===== src/rtl/reg_access_ctrl.sv =====
// reg_access_ctrl: byte-command master for the system register file.
//   AA <addr> <data> : one-cycle write strobe
//   BB <addr>        : one-cycle read strobe, the read data goes back to the UART TX
// All outputs are registered. The CLK/RST/RX_*/TX_* names follow the surrounding
// UART and register-file blocks.
// Build option: define RD_TIMEOUT_EN to bound RD_WAIT. On timeout, ERR_BYTE is
// returned after TIMEOUT_CYCLES cycles. Without the macro, RD_WAIT waits forever.
module reg_access_ctrl #(
    parameter int                    DATA_WIDTH     = 8,
    parameter int                    ADDR_WIDTH     = 4,
    parameter logic [DATA_WIDTH-1:0] WR_CMD         = 8'hAA,
    parameter logic [DATA_WIDTH-1:0] RD_CMD         = 8'hBB,
    parameter logic [DATA_WIDTH-1:0] ERR_BYTE       = 8'hEE,
    parameter int                    TIMEOUT_CYCLES = 15
) (
    input  logic                  CLK,
    input  logic                  RST,
    input  logic [DATA_WIDTH-1:0] RX_P_DATA,
    input  logic                  RX_D_VLD,
    input  logic [DATA_WIDTH-1:0] RdData,
    input  logic                  RdData_Valid,
    input  logic                  TX_Busy,
    output logic [ADDR_WIDTH-1:0] Address,
    output logic                  WrEn,
    output logic                  RdEn,
    output logic [DATA_WIDTH-1:0] WrData,
    output logic [DATA_WIDTH-1:0] TX_P_DATA,
    output logic                  TX_D_VLD
);

    typedef enum logic [2:0] {
        IDLE    = 3'd0,
        WR_ADDR = 3'd1,
        WR_DATA = 3'd2,
        RD_ADDR = 3'd3,
        RD_WAIT = 3'd4,
        RESP    = 3'd5,
        PULSE   = 3'd6
    } state_t;

    state_t state, next_state;

    logic                  rd_to;   // RD_WAIT has expired this cycle
    logic [ADDR_WIDTH-1:0] addr_nxt;
    logic [DATA_WIDTH-1:0] wr_data_nxt;
    logic [DATA_WIDTH-1:0] tx_data_nxt;
    logic                  wr_en_nxt;
    logic                  rd_en_nxt;
    logic                  tx_vld_nxt;

`ifdef RD_TIMEOUT_EN
    localparam int              CNT_W   = $clog2(TIMEOUT_CYCLES + 1);
    localparam logic [CNT_W-1:0] TO_LAST = CNT_W'(TIMEOUT_CYCLES - 1);

    logic [CNT_W-1:0] to_cnt;

    // Wait counter: 0 in the first RD_WAIT cycle, so it expires in the TIMEOUT_CYCLES-th cycle
    always_ff @(posedge CLK or negedge RST) begin
        if (!RST)                  to_cnt <= '0;
        else if (state == RD_WAIT) to_cnt <= to_cnt + 1'b1;
        else                       to_cnt <= '0;
    end

    assign rd_to = (state == RD_WAIT) && (to_cnt == TO_LAST);
`else
    logic unused_cfg;
    assign unused_cfg = (TIMEOUT_CYCLES == 0);
    assign rd_to      = 1'b0;
`endif

    // State register
    always_ff @(posedge CLK or negedge RST) begin
        if (!RST) state <= IDLE;
        else      state <= next_state;
    end

    // Next-state decode. Once read data is ready, the FSM goes straight to PULSE
    // if TX was free in that same cycle. This keeps the n+3 read-to-TX latency
    // with registered outputs. RESP is only a holding state while TX is busy.
    always_comb begin
        next_state = state;
        case (state)
            IDLE: if (RX_D_VLD) begin
                if (RX_P_DATA == WR_CMD)      next_state = WR_ADDR;
                else if (RX_P_DATA == RD_CMD) next_state = RD_ADDR;
            end
            WR_ADDR: if (RX_D_VLD) next_state = WR_DATA;
            WR_DATA: if (RX_D_VLD) next_state = IDLE;
            RD_ADDR: if (RX_D_VLD) next_state = RD_WAIT;
            RD_WAIT: if (RdData_Valid || rd_to) next_state = TX_Busy ? RESP : PULSE;
            RESP:    if (!TX_Busy) next_state = PULSE;
            PULSE:   next_state = IDLE;
            default: next_state = IDLE;
        endcase
    end

    // Next output values. Address and WrData hold between commands.
    // Read data takes priority over a timeout that expires in the same cycle.
    always_comb begin
        addr_nxt    = Address;
        wr_data_nxt = WrData;
        tx_data_nxt = TX_P_DATA;
        wr_en_nxt   = (state == WR_DATA) && RX_D_VLD;
        rd_en_nxt   = (state == RD_ADDR) && RX_D_VLD;
        tx_vld_nxt  = (next_state == PULSE);
        if (((state == WR_ADDR) || (state == RD_ADDR)) && RX_D_VLD)
            addr_nxt = RX_P_DATA[ADDR_WIDTH-1:0];
        if ((state == WR_DATA) && RX_D_VLD)
            wr_data_nxt = RX_P_DATA;
        if (state == RD_WAIT) begin
            if (RdData_Valid) tx_data_nxt = RdData;
            else if (rd_to)   tx_data_nxt = ERR_BYTE;
        end
    end

    // Output registers
    always_ff @(posedge CLK or negedge RST) begin
        if (!RST) begin
            Address   <= '0;
            WrEn      <= 1'b0;
            RdEn      <= 1'b0;
            WrData    <= '0;
            TX_P_DATA <= '0;
            TX_D_VLD  <= 1'b0;
        end else begin
            Address   <= addr_nxt;
            WrEn      <= wr_en_nxt;
            RdEn      <= rd_en_nxt;
            WrData    <= wr_data_nxt;
            TX_P_DATA <= tx_data_nxt;
            TX_D_VLD  <= tx_vld_nxt;
        end
    end

endmodule

===== config.mk =====
export PLATFORM = sky130hd
export DESIGN_NAME = reg_access_ctrl
export DESIGN_NICKNAME = d
export VERILOG_FILES = /design/src/rtl/reg_access_ctrl.sv
export SDC_FILE = /design/constraint.sdc
export NUM_CORES = 1
export LEC_CHECK = 0
export ABC_CLOCK_PERIOD_IN_PS = 4500
export CELL_PAD_IN_SITES_DETAIL_PLACEMENT = 0
export CELL_PAD_IN_SITES_GLOBAL_PLACEMENT = 2
export CORE_ASPECT_RATIO = 1.1
export CORE_MARGIN = 1.5
export CORE_UTILIZATION = 29
export DETAILED_ROUTE_END_ITERATION = 6
export PLACE_DENSITY = 0.91
export SLEW_MARGIN = 0
export SYNTH_ARGS = -nofsm -noshare
export SYNTH_HDL_FRONTEND = slang
export SYNTH_SLANG_ARGS = --single-unit

===== constraint.sdc =====
create_clock -name CLK -period 4.5 [get_ports CLK]
set_input_delay 0.45 -clock CLK [delete_from_list [all_inputs] [get_ports CLK]]
set_output_delay 0.45 -clock CLK [all_outputs]
set_load 0.02 [all_outputs]

==> results.toml, run 1 <==
[critical_path]
worstSetupEndpointType = "flip-flop"
startpoint = "RX_D_VLD"
critical_path_arrival_ps = 2000
start_kind = "input pin"
r2r_end = "TX_P_DATA[2]"
worstPathMaxFanout = 9
endpoint = "WrData[5]"
worst_r2r_path_depth = 3
crit_required_ps = 4650
worstSetupPathType = "in -> reg"
rrSetupSlack_ps = 2870
r2r_start = "state[1]"

[timing]
drv_slew = 0
finalSetupViolations = 0
totalNegativeSetupSlack_ps = 0
rsz0062_at_grt = "false"
layout_min_cycle_time_ps = 1850
postLayoutSetupSlackWorst_ps = 2650
final-hold-violation-count = 0
fin_crit_sh_pct = 41.1
fmaxAchievable_mhz = 541
slew_headroom_pct = 21.9
worst_pin_slew_ps = 1170
finClkSkew_ps = 4.09

[die]
die_height_um = 67.4
ioPinCount = 44
die_area_um2 = 4150
coreArea_um2 = 3630
initial_core_util_pct = 30.2
num_rows = 23
die_width_um = 61.6

[global_routing]
grt_pass1_wl_um = 3590
grt_remaining_overflow = 0
vias_in_the_first_global_route = 786
antenna_violations_before_repair = 0
grt_start_max_net_pins = 27
groute.usage.overall_pct = 11.4

[clock_tree]
cts.reportedPaths.clkPinSlew_ps = 90
cts_hold_buffers = 0
cts_sinks = 26
cts_root_buf = "sky130_fd_sc_hd__clkbuf_8"
cts.repair_timing.setup_buffer_count = 0
cts_tree = "yes"
clockBufferDepth = 2
cts_made_buffers = 3
cts_resized = 0
cts-htree-levels = 1
worst_skew_pair.late_latency_ps = 260

[cells_and_area]
layout_commonest_cell = "sky130_fd_sc_hd__clkdlybuf4s50_1"
antenna-diode-count = 0
drive_gt1_share_pct = 24.1
synthesis_to_finish_area_growth_pct = 50.6
final_nets = 138
most-common-layout-cells = "43 x sky130_fd_sc_hd__clkdlybuf4s50_1, 26 x sky130_fd_sc_hd__dfrtp_1, 12 x sky130_fd_sc_hd__mux2_2"
filler_cell_count = 357

[synth]
synth_area_per_cell_um2 = 15.6
synth.yosys.warnings = 0
synth_async_sr_flop_share_pct = 100
synth.cell_area_um2 = 1090
synth_top_family_by_area = "multiplexers"
parity_gate_share_of_the_synthesized_area_counting_xor_and_xnor_cells_pct = 0.801
synth_compound_area_share_pct = 2.52
ys.flop_type = "sky130_fd_sc_hd__dfrtp_1"
synth_enable_flop_cells = 0
ys_seq_area_share_pct = 59.5
post_synth_fa_ha_maj_area_fraction_pct = 0
synth.ff_latch_count = 26
post_synth_simple_gate_area_pct = 12.5
netlist-cell-type-count = 21
synthCells = 70
synth_fp_nets = 91
post_synth_mux_area_share_pct = 23.3

[route]
route.detailed.wl_per_inst_um = 13.6
via_per_inst = 4.45
pre_repair_dr_iteration_count = 4
routed_wirelength_um = 2250
detail_route.drc_violations = 0
route.vias.total = 739
drt-initial-drc-count = 5
postRouteAntennaNets = 0

[power_and_ir_drop]
power.leakage_nw = 0.674
power_density_nw_per_um2 = 664
power.ir.vdd_worst_mv = 0.216

[placed_design]
dp_slack_ps = 2360
dp_hpwl_um = 1730
gp_routability_congestion = 0.799
place.port_buffers = 43

[flow_run]
maxCapViolations = 0

[status]
outcome = "finished, final reports clean"

[hold_path]
hold_wc_path_type = "reg -> reg"
## power breakdown
| group | total [mW] | switching [mW] | internal, mW |
|---|---|---|---|
| clock network | 0.189 | 0.0707 | 0.119 |
| registers | 0.396 | 0.0631 | 0.333 |
| logic | 0.508 | 0.217 | 0.291 |
| total | 1.09 | 0.351 | 0.742 |
## layer usage
metal	vias to the layer above	track usage [%]	share of wire (%)
met2	32	18.8	47
met5	-	0	0
met4	0	3.19	0.58
met1	358	14.8	43
li1	347	-	-
met3	2	2.87	9.4
## worst min-delay path by stage
stage	startpoint	end	cells after the start
2_1_floorplan	RST	Address[0]	0
3_3_place_gp	TX_P_DATA[2]	TX_P_DATA[2]	1
3_5_place_dp	TX_P_DATA[4]	TX_P_DATA[4]	1
4_1_cts	TX_P_DATA[4]	TX_P_DATA[4]	1
5_1_grt	TX_P_DATA[0]	TX_P_DATA[0]	1
6_report	TX_P_DATA[4]	TX_P_DATA[4]	1
## logic make-up after synthesis
family,after synthesis
mux,20
simple gates,17
buf+inv,2
compound gates,4
flops,26
xor+xnor,1
## per-stage QoR
step                hold slack, ps  util [%]  power (mW)  cell area, µm²  std cells
finish                         511      45.4        1.09            1650        166
global route                   532      45.4        1.16            1650        166
CTS                            516      45.4        1.11            1650        166
detailed placement             495      43.4       0.915            1580        162
global placement               488      43.4       0.903            1580        162
floorplan                      154         -       0.679            1090         70
## sequential cells by signal, indices dropped and copies added, names as in the netlist
register,cells
WrEn,1
TX_P_DATA,8
RdEn,1
state,3
WrData,8
Address,4
TX_D_VLD,1
## cells in the mapped netlist (2+ instances only)
cell	n	area (µm²)
sky130_fd_sc_hd__dfrtp_1	26	651
sky130_fd_sc_hd__mux2_2	12	135
sky130_fd_sc_hd__nor2_1	4	15.0
sky130_fd_sc_hd__mux2_4	8	120
sky130_fd_sc_hd__nand2b_1	3	18.8
sky130_fd_sc_hd__nand3b_1	2	15.0
## cell type report
type	count	area, µm²	area share [%]
Timing Repair Buffer	43	430	26.1
Tap cell	50	62.6	3.80
Multi-Input combinational cell	42	428	26.0
Sequential cell	26	651	39.5
Inverter	1	3.75	0.228
Clock buffer	3	41.3	2.51
Clock inverter	1	30.0	1.82
## worst max-delay path, stage by stage
cell	delay, ps
sky130_fd_sc_hd__clkdlybuf4s50_1	560
sky130_fd_sc_hd__nand2b_1	150
sky130_fd_sc_hd__nor3_4	490
sky130_fd_sc_hd__mux2_4	350
(Power assumes the default switching activity.)
==> run 2: changes to the inputs <==
--- a/config.mk
+++ b/config.mk
@@ -5,14 +5,14 @@
 export SDC_FILE = /design/constraint.sdc
 export NUM_CORES = 1
 export LEC_CHECK = 0
-export ABC_CLOCK_PERIOD_IN_PS = 4500
+export ABC_CLOCK_PERIOD_IN_PS = 1800
 export CELL_PAD_IN_SITES_DETAIL_PLACEMENT = 0
 export CELL_PAD_IN_SITES_GLOBAL_PLACEMENT = 2
 export CORE_ASPECT_RATIO = 1.1
 export CORE_MARGIN = 1.5
-export CORE_UTILIZATION = 29
+export CORE_UTILIZATION = 27
 export DETAILED_ROUTE_END_ITERATION = 6
-export PLACE_DENSITY = 0.91
+export PLACE_DENSITY = 0.87
 export SLEW_MARGIN = 0
 export SYNTH_ARGS = -nofsm -noshare
 export SYNTH_HDL_FRONTEND = slang
==> constraint.sdc (replaced) <==
create_clock -name CLK -period 1.8 [get_ports CLK]
set_input_delay 0.18 -clock CLK [delete_from_list [all_inputs] [get_ports CLK]]
set_output_delay 0.18 -clock CLK [all_outputs]
set_load 0.02 [all_outputs]
==> run 2 against run 1 <==
  * Critical path depth shrank 1
  * Combinational power grew to 2.5 times the previous value
  * Clock skew decreased by 2.5 ps
  * Final area grew 1.5%
  * Register-to-register slack got worse by 2700 ps
  * Clock power rose to 2.5 times the previous value
  * Count of clock-buffer cells in the layout is the same
  * Utilization fell by 2.9 points
  * Critical endpoint is now TX_P_DATA[0]
  * First-iteration DRC count is 40% lower
==> results.toml, run 2 (synthesized netlist as in run 1, its figures left out) <==
[global_routing]
grt_pass1_wl_um = 3700
grt_start_max_net_pins = 27
groute.usage.overall_pct = 10.5
grt_remaining_overflow = 0
vias_in_the_first_global_route = 809
antenna_violations_before_repair = 0

[cells_and_area]
final_nets = 141
most-common-layout-cells = "43 x sky130_fd_sc_hd__clkdlybuf4s50_1, 26 x sky130_fd_sc_hd__dfrtp_1, 12 x sky130_fd_sc_hd__mux2_2"
largest_registers = "TX_P_DATA: 8 flops, WrData: 8 flops, Address: 4 flops"
synthesis_to_finish_area_growth_pct = 52.9
drive_gt1_share_pct = 26.1
layout_commonest_cell = "sky130_fd_sc_hd__clkdlybuf4s50_1"
antenna-diode-count = 0
filler_cell_count = 378
utilization_pct = 42.5

[status]
outcome = "finished, final reports clean"

[clock_tree]
cts_made_buffers = 3
cts_resized = 0
cts_root_buf = "sky130_fd_sc_hd__clkbuf_8"
cts_tree = "yes"
cts.repair_timing.setup_buffer_count = 0
cts_sinks = 26
cts-htree-levels = 1
cts_hold_buffers = 0
worst_skew_pair.late_latency_ps = 260
clockBufferDepth = 2
cts.reportedPaths.clkPinSlew_ps = 90

[route]
detail_route.drc_violations = 0
pre_repair_dr_iteration_count = 2
routed_wirelength_um = 2200
route.detailed.wl_per_inst_um = 12.9
postRouteAntennaNets = 0
drt-initial-drc-count = 3
route.vias.total = 740
via_per_inst = 4.33

[critical_path]
worst_r2r_path_depth = 3
timing.critical_path.buf_inv = 0
rrSetupSlack_ps = 200
worstSetupPathType = "reg -> reg"
max_stage_delay_ps = 430
start_kind = "flip-flop"
r2r_start = "state[1]"
crit_required_ps = 1960
critPathSlowestCell = "sky130_fd_sc_hd__dfrtp_1"
critical_path_arrival_ps = 1750
r2r_end = "TX_P_DATA[0]"
worstPathMaxFanout = 8
timing.critical_path.cells = "nand2b_1 > nor3b_4 > mux2_2"
critical_path.top_delay_family = "simple AND/OR/NAND/NOR gates"
worstSetupEndpointType = "flip-flop"

[die]
ioPinCount = 44
die_area_um2 = 4440
coreArea_um2 = 3930
die_height_um = 69.7
initial_core_util_pct = 27.8
num_rows = 24
die_width_um = 63.7

[placed_design]
place.port_buffers = 43
dp_hpwl_um = 1670
gp_routability_congestion = 0.719
dp_slack_ps = 133

[timing]
finClkSkew_ps = 1.63
final-hold-violation-count = 0
layout_min_cycle_time_ps = 1600
totalNegativeSetupSlack_ps = 0
rsz0062_at_grt = "false"
postLayoutSetupSlackWorst_ps = 205
fmaxAchievable_mhz = 627
worst_pin_slew_ps = 406
finalSetupViolations = 0
drv_slew = 0
slew_headroom_pct = 72.9
fin_crit_sh_pct = 88.6

[flow_run]
maxCapViolations = 0

[power_and_ir_drop]
power_density_nw_per_um2 = 1640
power.leakage_nw = 0.690
power.ir.vdd_worst_mv = 0.596

[hold_path]
hold_wc_path_type = "in -> async"
==> run 2: cell types whose count changed in the layout (fill, tap and decap cells not counted), sizes merged <==
cell / before / now
buf: 0 / 3
==> run 2: cell type report <==
class | instances | area (µm²) | area share, %
clock buffers | 3 | 41.3 | 2.47
multi-input cells | 42 | 428 | 25.6
clock inverters | 1 | 30.0 | 1.80
repair buffers | 46 | 453 | 27.1
inverters | 1 | 3.75 | 0.225
flip-flops and latches | 26 | 651 | 38.9
well taps | 52 | 65.1 | 3.89
==> run 2: where the power goes <==
| part | internal [mW] | switching, mW |
|---|---|---|
| Clock | 0.297 | 0.176 |
| Sequential | 0.833 | 0.154 |
| Combinational | 0.738 | 0.540 |
| Total | 1.87 | 0.869 |
==> run 2: worst max-delay path by stage <==
stage	to	slack [ps]	cells after the start	start
3_3_place_gp	state[0]	160	4	RX_P_DATA[1]
3_5_place_dp	WrData[7]	130	5	RX_D_VLD
2_1_floorplan	TX_P_DATA[0]	340	3	state[1]
5_1_grt	TX_P_DATA[3]	100	3	state[1]
4_1_cts	TX_P_DATA[0]	180	3	state[1]
6_report	TX_P_DATA[0]	200	3	state[1]
==> run 2: per-stage QoR <==
step                      std cells  total power [mW]  instance area (µm²)  hold WS (ps)
after global placement          167              2.27                 1600           489
after detailed placement        167              2.29                 1600           493
final                           171              2.74                 1670           277
after CTS                       171              2.78                 1670           282
after global routing            171              2.89                 1670           293
after floorplan                  70              1.70                 1090          -116
==> run 2: per-layer routing <==
layer | up-vias | share of wire, % | GRT usage [%]
met2 | 35 | 45 | 16.3
met3 | 4 | 7.2 | 3.25
met5 | - | 0 | 0
li1 | 349 | - | -
met4 | 0 | 1.0 | 3.62
met1 | 352 | 47 | 13.9
==> run 3: changes to the inputs <==
--- a/config.mk
+++ b/config.mk
@@ -6,13 +6,12 @@
 export NUM_CORES = 1
 export LEC_CHECK = 0
 export ABC_CLOCK_PERIOD_IN_PS = 1800
-export CELL_PAD_IN_SITES_DETAIL_PLACEMENT = 0
-export CELL_PAD_IN_SITES_GLOBAL_PLACEMENT = 2
+export CAP_MARGIN = 20
 export CORE_ASPECT_RATIO = 1.1
 export CORE_MARGIN = 1.5
-export CORE_UTILIZATION = 27
+export CORE_UTILIZATION = 42
 export DETAILED_ROUTE_END_ITERATION = 6
-export PLACE_DENSITY = 0.87
+export PLACE_DENSITY = 0.88
 export SLEW_MARGIN = 0
 export SYNTH_ARGS = -nofsm -noshare
 export SYNTH_HDL_FRONTEND = slang
==> run 3 against run 2 <==
  * First-iteration DRC count is 33% higher
  * Sequential power is 0.7% higher
  * Global-route usage is 6.1 points higher
  * Clock skew is 6.6 ps higher
  * Sequential share of layout area is 0.77 points higher
  * Combinational power hardly changed
  * Maximum frequency is 2.5% lower
  * Flip-flop and latch count stayed put
  * Die area is 34% lower
==> results.toml, run 3 (synthesized netlist as in run 1, its figures left out) <==
[cells_and_area]
post_route_cell_area_um2 = 1640
most-common-layout-cells = "43 x sky130_fd_sc_hd__clkdlybuf4s50_1, 26 x sky130_fd_sc_hd__dfrtp_1, 12 x sky130_fd_sc_hd__mux2_2"
largest_registers = "TX_P_DATA: 8 flops, WrData: 8 flops, Address: 4 flops"
antenna-diode-count = 0
drive_gt1_share_pct = 26.1
layout_commonest_cell = "sky130_fd_sc_hd__clkdlybuf4s50_1"
final_nets = 141
synthesis_to_finish_area_growth_pct = 49.9
final_cells = 150

[hold_path]
hold_wc_path_type = "in -> async"

[timing]
rsz0062_at_grt = "false"
fin_worst_hold_slack_ps = 202
finalSetupViolations = 0
finClkSkew_ps = 8.27
slew_headroom_pct = 72.1
worst_pin_slew_ps = 419
postLayoutSetupSlackWorst_ps = 163
fmaxAchievable_mhz = 611
fin_crit_sh_pct = 90.9
drv_slew = 0
layout_min_cycle_time_ps = 1640
totalNegativeSetupSlack_ps = 0
final-hold-violation-count = 0

[clock_tree]
cts-htree-levels = 1
cts_resized = 0
cts_sinks = 26
cts_made_buffers = 3
clockBufferDepth = 2
cts.reportedPaths.clkPinSlew_ps = 150
cts.repair_timing.setup_buffer_count = 0
cts_root_buf = "sky130_fd_sc_hd__clkbuf_4"
worst_skew_pair.late_latency_ps = 320
cts_tree = "yes"
cts_hold_buffers = 0

[placed_design]
placedInstanceArea_um2 = 1590
dp_hpwl_um = 1650
dp_cells = 146
gp_routability_congestion = 0.825
place.port_buffers = 43
dp_slack_ps = 90.8

[critical_path]
critical_path.top_delay_family = "simple AND/OR/NAND/NOR gates"
crit_required_ps = 2070
critPathSlowestCell = "sky130_fd_sc_hd__or4b_4"
worstSetupPathType = "reg -> reg"
timing.critical_path.buf_inv = 0
worstSetupEndpointType = "flip-flop"
worstPathMaxFanout = 7
critical_path_arrival_ps = 1900
worst_r2r_path_depth = 3
cp_num_cells = 3
max_stage_delay_ps = 570
start_kind = "flip-flop"
timing.critical_path.cells = "or4b_4 > nor4_1 > or3_1"

[global_routing]
global_route.usage.met3_pct = 3.72
grt_most_used_layer = "met2"
groute.usage.overall_pct = 16.6
grt_pass1_wl_um = 3630
vias_in_the_first_global_route = 839
antenna_violations_before_repair = 0
grt_remaining_overflow = 0
use_met1_pct = 19.6
grt_start_max_net_pins = 27
globalRouteMet2Util_pct = 28.9

[route]
route.detailed.wl_per_inst_um = 14.5
postRouteAntennaNets = 0
drt-initial-drc-count = 4
via_per_inst = 5.08
detail_route.drc_violations = 0
route.vias.total = 762
pre_repair_dr_iteration_count = 2
routed_wirelength_um = 2180

[power_and_ir_drop]
power.ir.vdd_worst_mv = 1.31
power.leakage_nw = 0.684
power_density_nw_per_um2 = 1640

[die]
die_width_um = 51.7
die_area_um2 = 2920
coreArea_um2 = 2500
initial_core_util_pct = 43.8
num_rows = 19
die_height_um = 56.5
ioPinCount = 44

[status]
outcome = "finished, final reports clean"

[flow_run]
maxCapViolations = 0
-- run 3: path summary, 6_finish.rpt --
path                         startpoint            to  slack [ps]
setup / recovery               state[0]      state[1]         160
hold / removal                      RST    Address[0]         200
setup reg to reg               state[0]      state[1]         160
hold reg to reg            TX_P_DATA[7]  TX_P_DATA[7]         520
max in group asynchronous           RST      TX_D_VLD        1350
min in group CLK              RdData[3]  TX_P_DATA[3]         460
-- run 3: layout make-up --
| class | instances | area (µm²) |
|---|---|---|
| Fill cell | 198 | 857 |
| Sequential cell | 26 | 651 |
| Timing Repair Buffer | 46 | 465 |
| Multi-Input combinational cell | 42 | 428 |
| Tap cell | 31 | 38.8 |
| Clock inverter | 1 | 30.0 |
| Clock buffer | 3 | 22.5 |
| Inverter | 1 | 3.75 |
-- run 3: routing by layer --
layer  vias to the layer above  wire, µm
li1                        349         -
met1                       375       908
met2                        36      1100
met3                         2       159
met4                         0        15
met5                         -         0
-- run 3: stage by stage --
stage               power, mW  utilization (%)
floorplan                1.70                -
global placement         2.27             63.6
detailed placement       2.31             63.6
CTS                      2.71             65.7
global route             2.84             65.7
finish                   2.69             65.7
-- run 3: where the power goes --
group	switching (mW)	internal (mW)	total [mW]
Clock	0.177	0.225	0.402
Sequential	0.163	0.830	0.993
Combinational	0.549	0.745	1.29
Total	0.888	1.80	2.69
-- run 3: worst reg2reg max path: stages, from the launching register on --
cell and delay, ps:
sky130_fd_sc_hd__dfrtp_1 530, sky130_fd_sc_hd__or4b_4 580, sky130_fd_sc_hd__nor4_1 320, sky130_fd_sc_hd__or3_1 160
